## src/rtl/dff_bank_write_arbiter.sv

```systemverilog
// dff_bank_write_arbiter
// Round-robin arbiter that shares one WIDTH-bit register between NUM_REQ
// requesters. Each arbitration commits the winner's data to q, records the
// winner in owner, pulses grant for one cycle and bumps a saturating count
// of committed writes. Every write is followed by one ACK cycle, so the
// sustained rate is at most one write every two cycles.
module dff_bank_write_arbiter #(
    parameter int NUM_REQ = 4,
    parameter int WIDTH   = 8,
    parameter int CNT_W   = 8
) (
    input  logic                       clk,
    input  logic                       reset,
    input  logic [NUM_REQ-1:0]         req,
    input  logic [NUM_REQ*WIDTH-1:0]   wdata,
    output logic [NUM_REQ-1:0]         grant,
    output logic [WIDTH-1:0]           q,
    output logic [$clog2(NUM_REQ)-1:0] owner,
    output logic                       busy,
    output logic [CNT_W-1:0]           wr_count
);

    localparam int                 IDX_W    = $clog2(NUM_REQ);
    localparam logic [IDX_W-1:0]   LAST_IDX = IDX_W'(NUM_REQ - 1);
    localparam logic [CNT_W-1:0]   CNT_MAX  = '1;
    localparam logic [NUM_REQ-1:0] ONE_HOT0 = NUM_REQ'(1);

    typedef enum logic {
        IDLE = 1'b0,
        ACK  = 1'b1
    } state_t;

    state_t           state;
    state_t           state_next;
    logic             load;

    // Pointer to the most recent winner; the search starts just after it.
    logic [IDX_W-1:0] rr_ptr;
    logic [IDX_W-1:0] winner;
    logic             found;

    // Per-requester view of the packed write data.
    logic [WIDTH-1:0] slice [NUM_REQ];

    // Saturating increment: the count sticks at all-ones instead of wrapping.
    function automatic logic [CNT_W-1:0] sat_inc(input logic [CNT_W-1:0] v);
        return (v == CNT_MAX) ? v : v + 1'b1;
    endfunction

    // Modulo-NUM_REQ increment, so indices >= NUM_REQ are never produced
    // even when NUM_REQ is not a power of two.
    function automatic logic [IDX_W-1:0] wrap_inc(input logic [IDX_W-1:0] i);
        return (i == LAST_IDX) ? '0 : i + 1'b1;
    endfunction

    for (genvar g = 0; g < NUM_REQ; g++) begin : g_slice
        assign slice[g] = wdata[g*WIDTH +: WIDTH];
    end

    // Round-robin search: first requester after rr_ptr, wrapping around.
    always_comb begin
        logic [IDX_W-1:0] cand;
        found  = 1'b0;
        winner = '0;
        cand   = rr_ptr;
        for (int k = 0; k < NUM_REQ; k++) begin
            cand = wrap_inc(cand);
            if (!found && req[cand]) begin
                found  = 1'b1;
                winner = cand;
            end
        end
    end

    // Next-state logic: arbitrate only from IDLE, ACK always returns to IDLE.
    always_comb begin
        state_next = state;
        load       = 1'b0;
        case (state)
            IDLE: begin
                if (found) begin
                    load       = 1'b1;
                    state_next = ACK;
                end
            end
            ACK: begin
                state_next = IDLE;
            end
            default: begin
                state_next = IDLE;
            end
        endcase
    end

    // State register.
    always_ff @(posedge clk) begin
        if (reset) begin
            state <= IDLE;
        end else begin
            state <= state_next;
        end
    end

    // Shared register, owner, grant pulse and round-robin pointer.
    always_ff @(posedge clk) begin
        if (reset) begin
            q      <= '0;
            owner  <= '0;
            grant  <= '0;
            rr_ptr <= LAST_IDX;
        end else begin
            grant <= '0;
            if (load) begin
                q      <= slice[winner];
                owner  <= winner;
                rr_ptr <= winner;
                grant  <= ONE_HOT0 << winner;
            end
        end
    end

    // Committed-write counter.
    always_ff @(posedge clk) begin
        if (reset) begin
            wr_count <= '0;
        end else if (load) begin
            wr_count <= sat_inc(wr_count);
        end
    end

    assign busy = (state == ACK);

endmodule

```

## config.mk

```make
export PLATFORM = sky130hd
export DESIGN_NAME = dff_bank_write_arbiter
export DESIGN_NICKNAME = d
export VERILOG_FILES = /design/src/rtl/dff_bank_write_arbiter.sv
export SDC_FILE = /design/constraint.sdc
export NUM_CORES = 1
export LEC_CHECK = 0
export BUFFER_PORTS_ARGS = -buffer_cell sky130_fd_sc_hd__buf_2
export CAP_MARGIN = 25
export CORE_MARGIN = 2
export CORE_UTILIZATION = 40
export CTS_CLUSTER_SIZE = 40
export DETAILED_ROUTE_END_ITERATION = 10
export PLACE_DENSITY = 0.83
export REMOVE_ABC_BUFFERS = 1
export SYNTH_ARGS = -nofsm -noshare
export SYNTH_HDL_FRONTEND = slang
export SYNTH_SLANG_ARGS = --single-unit
```

## constraint.sdc

```tcl
create_clock -name clk -period 1.7 [get_ports clk]
set_clock_uncertainty 0.2 [all_clocks]
set_input_delay 0.34 -clock clk [delete_from_list [all_inputs] [get_ports clk]]
set_output_delay 0.34 -clock clk [all_outputs]
set_load 0.01 [all_outputs]
```

==> out/qor.csv, run 1 <==
metric;value;unit
Crit Path Category;reg -> reg;
Final nets;263;
Detail Placement HPWL;2240;um
clk sinks;25;
Std-Cell Rows;20;
status;complete, but fails checks;
via/cell ratio;5.13;
Final Critical Period;1.98;ns
Remaining DRCs;0;
leakage power;0.936;nW
io pins;61;
antenna violations before repair;0;
Layout area overhead;62.4;%
IO Port Bufs;60;
All-Layer GR Usage;20.4;%
warnings from Yosys;0;
H-tree depth;1;
cts bufs inserted;3;
DRT Wirelength;3510;um
final worst path period share;116;%
Syn Area/Cell;9.20;um2
first-pass GRT wire length;5400;um
CP Capture Type;flop;
Root Buffer;clkbuf_4;
Tightest Hold Check Type;in -> reg;
WL/cell;13.8;um
gr ovfl total;0;
Worst-path clk slew;0.14;ns
vias in the first global route;1259;
drt first pass iters;4;
dpl cells;243;
Core Util, Final;66.7;%
Post-synth top flop;dfxtp_1;
ant diodes;0;
post-synthesis register bit count;25;
critical path arrival;2.02;ns
core footprint;0.00298;mm2
max-slew violations;0;
Seq/Total Area, Yosys;40.9;%
largest net degree at the start of global routing;15;
CTS tree;done;
footprint of the multi-input gates;798;um2
fmax;505;MHz
Rel. slew slack;70.2;%
Initial Utilization;41.1;%
Cell variety after synth;28;
failing checks;negative setup slack;
ratio of cells with drive above 1 in the final layout;52.7;%
cells after synthesis;133;
ys async rst share;0;%
Final Wtd Congestion;0.778;
Synth Cell Area;0.00122;mm2
Die Width;59.3;um
Vias;1309;
setup TNS;-3.56;ns
critical path peak fanout;5;
die area;0.00352;mm2
clk_lat worst skew;0.32;ns
post-synth top area share;40.9;%
Iteration-0 DRC Markers;38;
final worst setup slack;-0.279;ns
Post-synth EDFFs;0;
Reg area;504;um2
dominant cells by area after synthesis;dfxtp_1 41%, mux2i_1 14%, nand2_1 6.1%;
Cell Pwr Density;872;mW/mm2
Max IR drop VDD;0.416;mV
Setup crit start kind;flop;
Antenna Nets Post-Route;0;
MaxCap Viol Count;0;
RSZ-0062 raised after global routing;yes;
non-filler cells, final;255;
# fillers;232;
worst slack, placed;-0.358;ns
Hold Fails Final Rpt;0;
Final setup viols;16;
Max clock buf depth;2;
Worst Tran Pin Value;0.446;ns
chip height;59.3;um
data required time of the worst path;1.74;ns
area leader, netlist;dfxtp_1;
[layout by cell type (no fill, tap or decap), drive strengths merged]
master and n:
xor2 3, nor4 4, a21boi 1, nand2 20
nor3b 1, nand3 6, or2 1, o21ai 2
ha 2, nor3 3, buf 89, clkbuf 4
or3 2, xnor2 3, and3 2, nor2 14
mux2i 17, nand2b 2, o221ai 8, inv 3
dfxtp 25, a21oi 8, o22ai 2
[final cells by class]
| class | count | area share [%] |
|---|---|---|
| multi-input cells | 101 | 40.2 |
| repair buffers | 89 | 30.5 |
| flip-flops and latches | 25 | 25.4 |
| well taps | 33 | 2.08 |
| clock buffers | 4 | 1.32 |
| inverters | 3 | 0.567 |
[cell families (layout without fill, tap and decap cells)]
group	Yosys count	count (layout)	share of synthesized area, %
flops	25	25	40.9
simple gates	54	55	22.8
mux	17	17	13.9
buf+inv	8	96	4.60
fa+ha+maj	2	2	2.04
compound gates	21	21	11.5
xor+xnor	6	6	4.30
[Yosys cell counts, types with 3 or more instances]
cell type and number:
a21oi_1 8, mux2i_1 17, dfxtp_1 25, nand3_1 6, nor4_2 3, inv_1 3
nand2_1 20, o221ai_1 8, nor2_1 13, buf_6 3, xnor2_1 3, xor2_1 3
[registers in the layout (all words and copies together), names as in the netlist]
signal    cells
q             8
wr_count      8
rr_ptr        2
grant         4
busy          1
owner         2
[stage by stage]
stage	power, W	hold WS, ns	area (um2)
detailed placement	0.00123	0.248	1720
finish	0.00173	0.0984	1990
floorplan	0.000975	0.209	1180
CTS	0.00167	0.113	1910
global placement	0.00122	0.245	1720
global route	0.00184	0.0948	1990
[what timing repair did]
action | in CTS | in global routing
resized for setup | 23 | 11
buffers inserted | 3 | 3
hold buffers | 0 | 0
endpoints found under the setup margin | 16 | 21
gates cloned | 4 | 0
pin swaps | 6 | 5
[final timing paths]
path | startpoint | endpoint | slack, ns | cells after the start
max | rr_ptr[1]$_SDFFE_PP1P_ | q[3]$_SDFFE_PP0P_ | -0.28 | 7
min | wdata[15] | q[7]$_SDFFE_PP0P_ | 0.1 | 3
max reg2reg | rr_ptr[1]$_SDFFE_PP1P_ | q[3]$_SDFFE_PP0P_ | -0.28 | 7
min reg2reg | q[2]$_SDFFE_PP0P_ | q[2]$_SDFFE_PP0P_ | 0.28 | 2
[critical path, cell delays in order, from the launching register on]
cell and delay (ns):
dfxtp_2 0.36, ha_4 0.31, mux2i_1 0.26, o22ai_2 0.13, a21oi_2 0.23, nand2_2 0.11, buf_6 0.15, o221ai_1 0.14
[per-layer routing]
metal,GRT usage (%),part of all wire [%],vias up
li1,-,-,658
met1,25.4,43,591
met2,35.0,50,58
met3,3.71,6.1,2
met4,6.82,0.68,0
met5,0,0,-
[report_power, final]
group,internal [W],leakage [nW],switching (W)
Sequential,0.000655,0.205,0.0000351
Combinational,0.000423,0.716,0.000351
Clock,0.0000918,0.0150,0.000176
Total,0.00117,0.936,0.000562
No activity file was read; power rests on OpenSTA's default activity.
==> run 2, diff against run 1 <==
--- a/config.mk
+++ b/config.mk
@@ -12,7 +12,6 @@
 export CTS_CLUSTER_SIZE = 40
 export DETAILED_ROUTE_END_ITERATION = 10
 export PLACE_DENSITY = 0.83
-export REMOVE_ABC_BUFFERS = 1
 export SYNTH_ARGS = -nofsm -noshare
 export SYNTH_HDL_FRONTEND = slang
 export SYNTH_SLANG_ARGS = --single-unit
==> out/qor.csv, run 2 (synthesis gave the netlist of run 1 again) <==
metric;value;unit
status;complete, but fails checks;
failing checks;negative setup slack;
H-tree depth;1;
Max clock buf depth;2;
Root Buffer;clkbuf_4;
Reg area;503;um2
post-CTS setup buffer count;0;
cts bufs inserted;3;
Std-Cell Rows;20;
critical path arrival;1.87;ns
worst r2r dst;q[5]$_SDFFE_PP0P_;
CP Launch Point;rr_ptr[0]$_SDFFE_PP1P_;
Final Total Pwr;0.00155;W
ratio of cells with drive above 1 in the final layout;48.1;%
first-pass GRT wire length;5090;um
Critical R2R Launch;rr_ptr[0]$_SDFFE_PP1P_;
data required time of the worst path;1.70;ns
largest net degree at the start of global routing;14;
RSZ-0062 raised after global routing;yes;
via/cell ratio;5.10;
Rel. slew slack;62.4;%
die area;0.00352;mm2
clk_lat worst skew;0.31;ns
CP Capture Type;flop;
CTS Hold Bufs;0;
Die Width;59.3;um
highest-count cells in the layout ignoring fill and taps;60 x buf_2, 23 x dfxtp_1, 19 x nand2_1, 18 x buf_4, 17 x mux2i_1;
Cell Pwr Density;851;mW/mm2
Buf+Inv Stages, Crit Path;1;
io pins;61;
drt first pass iters;4;
ant diodes;0;
Setup crit start kind;flop;
CP max-delay cell;dfxtp_2;
Crit Path Category;reg -> reg;
Iteration-0 DRC Markers;48;
CP endpoint;q[5]$_SDFFE_PP0P_;
Final Critical Period;1.86;ns
chip height;59.3;um
most common cell after layout, fill and taps aside;buf_2;
critical path peak fanout;13;
Critical Path, Cell by Cell;ha_4 > a21oi_4 > nor4_4 > nor3_4 > buf_12 > mux2i_1 > o221ai_1;
Hold Fails Final Rpt;0;
final worst setup slack;-0.162;ns
biggest regs;q: 8 flops, wr_count: 8 flops, grant: 4 flops;
footprint of the multi-input gates;741;um2
WL/cell;12.5;um
CTS tree;done;
IO Port Bufs;60;
antenna violations before repair;0;
reg2reg path depth;7;
R2R Setup Slk;-0.16;ns
# fillers;258;
syn_nets;173;
vias in the first global route;1237;
max-slew violations;0;
Antenna Nets Post-Route;0;
Tightest Hold Check Type;in -> reg;
Worst Tran Pin Value;0.561;ns
Remaining DRCs;0;
setup TNS;-1.27;ns
Top delay family on crit path;flip-flops;
Final nets;255;
clk sinks;25;
Worst-path clk slew;0.13;ns
Max IR drop VDD;0.428;mV
gr ovfl total;0;
Final setup viols;12;
core footprint;0.00298;mm2
MaxCap Viol Count;0;
Layout area overhead;48.8;%
Initial Utilization;41.1;%
CP Depth;7;
Detail Placement HPWL;2410;um
Vias;1260;
Final Wtd Congestion;0.754;
final worst path period share;110;%
leakage power;0.862;nW
All-Layer GR Usage;18.7;%
Critical Path Max Stage Delay;0.36;ns
DRT Wirelength;3090;um
fmax;537;MHz
run 2: changes by cell type in the layout (fill, tap and decap cells not counted), sizes merged:
| cell | delta |
|---|---|
| buf | -7 |
| nand2b | -1 |
run 2: routing by layer:
layer	part of all wire (%)	GRT usage, %	vias up
li1	-	-	637
met1	44	23.1	594
met2	52	32.8	27
met3	2.7	1.53	2
met4	0.87	8.44	0
met5	0	0	-
run 2: timing repair:
| action | CTS | global route |
|---|---|---|
| setup endpoints to repair | 14 | 16 |
| resized for setup | 4 | 6 |
| pin swaps | 0 | 0 |
run 2: per-stage QoR:
step           hold WS (ns)  utilization [%]  setup slack [ns]  cells  cell area (um2)
2_1_floorplan         0.215                -           -0.0649    133             1260
3_3_place_gp          0.237             58.7            -0.116    243             1750
3_5_place_dp          0.242             58.7            -0.170    243             1750
4_1_cts               0.116             60.1            -0.178    247             1790
5_1_grt               0.124             61.1            -0.294    247             1820
6_report              0.123             61.1            -0.162    247             1820
run 2: worst min path at each step:
stage | cells past startpoint | start | endpoint
floorplan | 1 | reset | busy$_SDFF_PP0_
global placement | 2 | q[7]$_SDFFE_PP0P_ | q[7]$_SDFFE_PP0P_
detailed placement | 2 | q[7]$_SDFFE_PP0P_ | q[7]$_SDFFE_PP0P_
CTS | 3 | wdata[10] | q[2]$_SDFFE_PP0P_
global route | 2 | reset | owner[0]$_SDFFE_PP0P_
finish | 3 | wdata[10] | q[2]$_SDFFE_PP0P_
run 2: area by class of cell:
type | instances | share of cell area [%]
well taps | 33 | 2.27
inverters | 3 | 0.619
multi-input cells | 100 | 40.7
flip-flops and latches | 25 | 27.6
repair buffers | 82 | 27.4
clock buffers | 4 | 1.44
run 2: power breakdown:
group	internal, W	switching (W)	leakage, nW
Sequential	0.000654	0.0000363	0.205
Clock	0.0000915	0.000167	0.0150
Combinational	0.000314	0.000286	0.642
run 2: worst min-delay path, stage by stage:
cell and delay, ns:
buf_2 0.07, mux2i_1 0.05, o221ai_1 0.15
